--- config.mk ---
export PLATFORM = sky130hd
export DESIGN_NAME = cr_kme_flag_packer_flat
export DESIGN_NICKNAME = d
export VERILOG_FILES = /design/src/rtl/cr_kme_flag_packer_if.sv /design/src/rtl/cr_kme_flag_packer.sv /design/src/flat_wrapper.sv
export SDC_FILE = /design/constraint.sdc
export NUM_CORES = 1
export LEC_CHECK = 0
export CAP_MARGIN = 20
export CORE_MARGIN = 3
export CORE_UTILIZATION = 52
export DETAILED_ROUTE_END_ITERATION = 12
export PLACE_DENSITY = 0.78
export RECOVER_POWER = 100
export SETUP_SLACK_MARGIN = 0.02
export SLEW_MARGIN = 20
export SYNTH_ARGS = -nofsm -noshare
export SYNTH_HDL_FRONTEND = slang
export SYNTH_SLANG_ARGS = --single-unit
--- constraint.sdc ---
create_clock -name clk -period 2.4 [get_ports clk]
set_clock_uncertainty 0.15 [all_clocks]
set_input_delay 0.24 -clock clk [delete_from_list [all_inputs] [get_ports clk]]
set_output_delay 0.24 -clock clk [all_outputs]
set_load 0.02 [all_outputs]
--- src/rtl/cr_kme_flag_packer_if.sv ---
// Bundles the FIFO pop side and the packed-word output side of the flag packer.
// The master modport is the surrounding system: the FIFO plus the word consumer.
// The slave modport is the packer itself.
interface cr_kme_flag_packer_if #(
    parameter int WIDTH = 8
);
    localparam int CNT_W = $clog2(WIDTH + 1);

    // FIFO head, pop handshake, error pulses and flush request
    logic             fifo_out;
    logic             fifo_out_valid;
    logic             fifo_out_ack;
    logic             fifo_overflow;
    logic             fifo_underflow;
    logic             flush;

    // Packed word output with valid/ready, flush completion and sticky errors
    logic [WIDTH-1:0] pack_data;
    logic [CNT_W-1:0] pack_count;
    logic             pack_valid;
    logic             pack_ready;
    logic             flush_done;
    logic [1:0]       err_sticky;

    modport master (
        output fifo_out,
        output fifo_out_valid,
        output fifo_overflow,
        output fifo_underflow,
        output flush,
        output pack_ready,
        input  fifo_out_ack,
        input  pack_data,
        input  pack_count,
        input  pack_valid,
        input  flush_done,
        input  err_sticky
    );

    modport slave (
        input  fifo_out,
        input  fifo_out_valid,
        input  fifo_overflow,
        input  fifo_underflow,
        input  flush,
        input  pack_ready,
        output fifo_out_ack,
        output pack_data,
        output pack_count,
        output pack_valid,
        output flush_done,
        output err_sticky
    );
endinterface

--- src/rtl/cr_kme_flag_packer.sv ---
// Pops single-bit flags from the KME flag FIFO and packs them LSB-first into
// WIDTH-bit words. A flush emits any partial word zero-padded with its bit count.
// Overflow/underflow pulses from the FIFO are latched into sticky error bits.
module cr_kme_flag_packer #(
    parameter int WIDTH = 8
) (
    input  logic                   clk,
    input  logic                   rst_n,
    cr_kme_flag_packer_if.slave    bus
);
    localparam int               CNT_W    = $clog2(WIDTH + 1);
    localparam logic [CNT_W-1:0] LAST_IDX = CNT_W'(WIDTH - 1);
    localparam logic [CNT_W-1:0] FULL_CNT = CNT_W'(WIDTH);

    // ST_FLUSH means a flush request is pending and acks are blocked.
    typedef enum logic {
        ST_RUN   = 1'b0,
        ST_FLUSH = 1'b1
    } state_t;

    state_t           state_q, state_d;

    logic [WIDTH-1:0] acc_q, acc_d;
    logic [CNT_W-1:0] cnt_q, cnt_d;

    logic [WIDTH-1:0] data_q, data_d;
    logic [CNT_W-1:0] count_q, count_d;
    logic             valid_q, valid_d;
    logic             done_q, done_d;
    logic [1:0]       err_q, err_d;

    logic             slot_free;
    logic             ack;
    logic             word_done;
    logic             flush_emit;
    logic [WIDTH-1:0] acc_masked;

    // Handshake decisions: the output slot is free when empty or being drained,
    // and the word-completing bit may only be popped into a free slot.
    always_comb begin
        slot_free  = !valid_q || bus.pack_ready;
        ack        = bus.fifo_out_valid && (state_q == ST_RUN) &&
                     ((cnt_q < LAST_IDX) || slot_free);
        word_done  = ack && (cnt_q == LAST_IDX);
        flush_emit = (state_q == ST_FLUSH) && (cnt_q != '0) && slot_free;
    end

    // Flush FSM next state; a flush arriving while one is pending is ignored.
    always_comb begin
        state_d = state_q;
        done_d  = 1'b0;
        case (state_q)
            ST_RUN: begin
                if (bus.flush) begin
                    state_d = ST_FLUSH;
                end
            end
            ST_FLUSH: begin
                if (cnt_q == '0) begin
                    state_d = ST_RUN;
                    done_d  = 1'b1;
                end else if (slot_free) begin
                    state_d = ST_RUN;
                    done_d  = 1'b1;
                end
            end
            default: begin
                state_d = ST_RUN;
            end
        endcase
    end

    // Flush FSM state register.
    always_ff @(posedge clk or negedge rst_n) begin
        if (!rst_n) begin
            state_q <= ST_RUN;
        end else begin
            state_q <= state_d;
        end
    end

    // Accumulator and output-word next values: complete a word, append a bit,
    // or emit the partial word on flush; otherwise hold until accepted.
    always_comb begin
        acc_masked = '0;
        for (int i = 0; i < WIDTH; i++) begin
            acc_masked[i] = acc_q[i] && (CNT_W'(i) < cnt_q);
        end

        acc_d   = acc_q;
        cnt_d   = cnt_q;
        data_d  = data_q;
        count_d = count_q;
        valid_d = valid_q && !bus.pack_ready;

        if (word_done) begin
            data_d  = {bus.fifo_out, acc_q[WIDTH-2:0]};
            count_d = FULL_CNT;
            valid_d = 1'b1;
            acc_d   = '0;
            cnt_d   = '0;
        end else if (ack) begin
            for (int i = 0; i < WIDTH; i++) begin
                if (CNT_W'(i) == cnt_q) begin
                    acc_d[i] = bus.fifo_out;
                end
            end
            cnt_d = cnt_q + CNT_W'(1);
        end else if (flush_emit) begin
            data_d  = acc_masked;
            count_d = cnt_q;
            valid_d = 1'b1;
            acc_d   = '0;
            cnt_d   = '0;
        end

        err_d = err_q | {bus.fifo_overflow, bus.fifo_underflow};
    end

    // Accumulator registers; reset discards any partial word.
    always_ff @(posedge clk or negedge rst_n) begin
        if (!rst_n) begin
            acc_q <= '0;
            cnt_q <= '0;
        end else begin
            acc_q <= acc_d;
            cnt_q <= cnt_d;
        end
    end

    // Output word register, flush completion pulse and sticky error bits.
    always_ff @(posedge clk or negedge rst_n) begin
        if (!rst_n) begin
            data_q  <= '0;
            count_q <= '0;
            valid_q <= 1'b0;
            done_q  <= 1'b0;
            err_q   <= 2'b00;
        end else begin
            data_q  <= data_d;
            count_q <= count_d;
            valid_q <= valid_d;
            done_q  <= done_d;
            err_q   <= err_d;
        end
    end

    assign bus.fifo_out_ack = ack;
    assign bus.pack_data    = data_q;
    assign bus.pack_count   = count_q;
    assign bus.pack_valid   = valid_q;
    assign bus.flush_done   = done_q;
    assign bus.err_sticky   = err_q;

endmodule
--- src/flat_wrapper.sv ---
// flat-port wrapper written by rule: the top's interface ports become plain ports
module cr_kme_flag_packer_flat 
#(
    parameter int WIDTH = 8
)
  (clk, rst_n, bus_fifo_out, bus_fifo_out_valid, bus_fifo_overflow, bus_fifo_underflow, bus_flush, bus_pack_ready, bus_fifo_out_ack, bus_pack_data, bus_pack_count, bus_pack_valid, bus_flush_done, bus_err_sticky);
  cr_kme_flag_packer_if #(.WIDTH(WIDTH)) bus_i ();
  input  logic clk;
  input  logic rst_n;
  input wire logic [$bits(bus_i.fifo_out)-1:0] bus_fifo_out;
  input wire logic [$bits(bus_i.fifo_out_valid)-1:0] bus_fifo_out_valid;
  input wire logic [$bits(bus_i.fifo_overflow)-1:0] bus_fifo_overflow;
  input wire logic [$bits(bus_i.fifo_underflow)-1:0] bus_fifo_underflow;
  input wire logic [$bits(bus_i.flush)-1:0] bus_flush;
  input wire logic [$bits(bus_i.pack_ready)-1:0] bus_pack_ready;
  output wire logic [$bits(bus_i.fifo_out_ack)-1:0] bus_fifo_out_ack;
  output wire logic [$bits(bus_i.pack_data)-1:0] bus_pack_data;
  output wire logic [$bits(bus_i.pack_count)-1:0] bus_pack_count;
  output wire logic [$bits(bus_i.pack_valid)-1:0] bus_pack_valid;
  output wire logic [$bits(bus_i.flush_done)-1:0] bus_flush_done;
  output wire logic [$bits(bus_i.err_sticky)-1:0] bus_err_sticky;
  assign bus_i.fifo_out = bus_fifo_out;
  assign bus_i.fifo_out_valid = bus_fifo_out_valid;
  assign bus_i.fifo_overflow = bus_fifo_overflow;
  assign bus_i.fifo_underflow = bus_fifo_underflow;
  assign bus_i.flush = bus_flush;
  assign bus_i.pack_ready = bus_pack_ready;
  assign bus_fifo_out_ack = bus_i.fifo_out_ack;
  assign bus_pack_data = bus_i.pack_data;
  assign bus_pack_count = bus_i.pack_count;
  assign bus_pack_valid = bus_i.pack_valid;
  assign bus_flush_done = bus_i.flush_done;
  assign bus_err_sticky = bus_i.err_sticky;
  cr_kme_flag_packer #(.WIDTH(WIDTH)) u_core (.clk(clk), .rst_n(rst_n), .bus(bus_i));
endmodule
==> results of run 1 <==
==> sequential cells by signal, indices dropped and copies added, names as in the netlist <==
signal,flops
u_core.state_q,1
u_core.bus.pack_data,8
u_core.bus.err_sticky,2
u_core.bus.pack_valid,1
u_core.bus.pack_count,4
u_core.cnt_q,4
u_core.acc_q,8
u_core.bus.flush_done,1
==> final cells by class <==
cell class | instances | area [um^2] | share of cell area [%]
inverter | 6 | 22.5 | 1.26
tap | 30 | 37.5 | 2.11
multi-input combinational | 93 | 649 | 36.4
timing repair buffer | 30 | 277 | 15.5
clock inverter | 1 | 5.00 | 0.281
sequential | 29 | 727 | 40.8
clock buffer | 7 | 65.1 | 3.65
==> kinds of logic after synthesis <==
logic type / share of synthesized area [%]
compound gates: 15.0
fa+ha+maj: 2.54
buf+inv: 6.00
flops: 49.0
mux: 9.64
simple gates: 17.8
==> per-layer routing <==
metal  vias up  wire (um)  GRT usage [%]
met2        31       1400           28.9
met5         -          0              0
li1        546          -              -
met1       548       1410           25.3
met3         2        175           5.66
met4         0         13           10.4
==> metrics by stage <==
step | power, W | hold WS, ns | instance area (um^2)
floorplan | 0.00141 | -0.206 | 1480
global placement | 0.00169 | 0.297 | 1740
detailed placement | 0.00171 | 0.299 | 1740
CTS | 0.00204 | 0.133 | 1810
global route | 0.00210 | 0.320 | 1780
finish | 0.00196 | 0.312 | 1780
==> critical path: stages (launching register included) <==
cell and delay [ns]:
dfrtp_1 0.46, inv_1 0.13, ha_1 0.21, or3b_1 0.40, nand3_2 0.23, and2_4 0.23, mux2_1 0.32
==> layout by cell type, fill, tap and decap left out, drive strengths merged, types with 4 or more instances in the layout <==
cell and instances:
nand2 11, buf 4, nand3 12, o21ai 15
dfrtp 29, nor2 5, inv 6, mux2 9
clkdlybuf4s50 6, a21oi 5, clkbuf 9, dlygate4sd3 17
==> power by group <==
part	total (W)	internal (W)	switching, W
Combinational	0.000867	0.000392	0.000475
Clock	0.000329	0.000170	0.000159
Sequential	0.000765	0.000643	0.000122
==> path summary, 6_finish.rpt <==
check | start | end | slack [ns] | cells past startpoint
max | u_core.cnt_q[0]$_DFFE_PN0P_ | u_core.bus.pack_data[0]$_DFFE_PN0P_ | 0.14 | 6
min | u_core.bus.err_sticky[1]$_DFF_PN0_ | u_core.bus.err_sticky[1]$_DFF_PN0_ | 0.31 | 1
max reg2reg | u_core.cnt_q[0]$_DFFE_PN0P_ | u_core.bus.pack_data[0]$_DFFE_PN0P_ | 0.14 | 6
min reg2reg | u_core.bus.err_sticky[1]$_DFF_PN0_ | u_core.bus.err_sticky[1]$_DFF_PN0_ | 0.31 | 1
max in group asynchronous | rst_n | u_core.cnt_q[1]$_DFFE_PN0P_ | 0.48 | 2
min in group asynchronous | rst_n | u_core.acc_q[7]$_DFFE_PN0P_ | 0.64 | 2
==> run_results.csv, run 1 <==
group,metric,value,unit
status,outcome,"finished, final reports clean",
floorplan,rows,18,
cts,numCtsBuffers,5,
grt,antenna_found_initial,0,
yosys,syn_nets,148,
cts,cts_resized,1,
final_layout,num_antenna_cells,0,
cts,post-cts-setup-buffers,0,
cts,clkSlewWorstSetupHoldPaths,0.09,ns
floorplan,core_area,2590,um^2
final_layout,drive_gt1_share,16.3,%
drt,route.detailed.drc,0,
final_layout,nets,176,
setup_path,cp-start-kind,"register",
yosys,synthTopCellsByArea,"dfrtp_1 49%, o21ai_0 5.1%, mux2_2 4.6%, nand3_1 3.0%, buf_6 3.0%",
yosys,synth_cell_types,37,
power_and_ir_drop,p_per_area,1100,nW/um^2
floorplan,start_util,57.1,%
cts,tritoncts,"done",
drt,wirelength,3010,um
place,finalWeightedCongestion,0.887,
drt,num_vias,1127,
place,portBuffers,24,
final_layout,area_delta_synth_final,20.5,%
yosys,yosys_warnings,0,
job,drv_cap,0,
timing,rsz0062_at_grt,"no",
yosys,yosysTopAreaCell,"dfrtp_1",
grt,grt_usage,19.4,%
setup_path,crit_required,2.46,ns
place,dp_hpwl,2180,um
yosys,synthesis.area,1480,um^2
grt,grt_max_degree,30,
drt,drtIter0Drc,20,
cts,cts_root_buffer,"clkbuf_4",
timing,timing.final.ws_setup,0.145,ns
floorplan,dieArea,3520,um^2
cts,clkSinkCount,29,
timing,setup_viol,0,
yosys,synth_ff_type,"dfrtp_1",
cts,cts.hold.buffers_added,0,
setup_path,arrival,2.32,ns
yosys,async_flop_share,100,%
drt,vias_per_cell,5.75,
timing,finalHoldViolations,0,
grt,grt_pass1_wl,5000,um
grt,first_global_vias,1098,
timing,post-route-period-util,94.0,%
yosys,synth_edf_count,0,
timing,tns,0,ns
final_layout,utilization,68.8,%
final_layout,instances_no_fill,196,
floorplan,pin_count,25,
yosys,yosysMostFrequentCell,"dfrtp_1",
drt,firstDrtPassIters,4,
grt,overflow,0,
timing,max_freq,0.443,GHz
yosys,syn-instance-count,137,
setup_path,path_class,"reg -> reg",
place,place_inst,188,
yosys,netlist_top_cells_count,"29 x dfrtp_1, 15 x o21ai_0, 11 x nand2_1, 9 x nand3_1",
power_and_ir_drop,p_leak,0.849,nW
yosys,ys_seq_area_share,49.0,%
timing,worst_pin_slew,1.48,ns
min_path,hp-class,"reg -> reg",
setup_path,cp_max_fo,15,
setup_path,end_kind,"register",
drt,drtAntennaViolNets,0,
drt,routedWlPerCell,15.4,um
yosys,synth-seq-cells,29,
cts,worstSkewPairLatency,0.32,ns
floorplan,die_w,59.4,um
final_layout,nFillCells,217,
place,dp_slack,0.178,ns
timing,final-max-slew-violation-count,0,
yosys,synth_top_area_share,49.0,%
cts,htree_levels,2,
timing,fin_crit,2.26,ns
yosys,synth.avg_cell_area,10.8,um^2
power_and_ir_drop,ir_drop,0.000779,V
cts,cts_buffer_depth,2,
timing,max-slew-margin-rel,1.38,%
floorplan,die_y,59.4,um
(Power assumes the default switching activity.)
==> inputs of run 2 (changes only) <==
Settings changed: CAP_MARGIN 20 to not set.
==> results of run 2 <==
No change in the layout: final DEF, timing and power equal those of run 1.
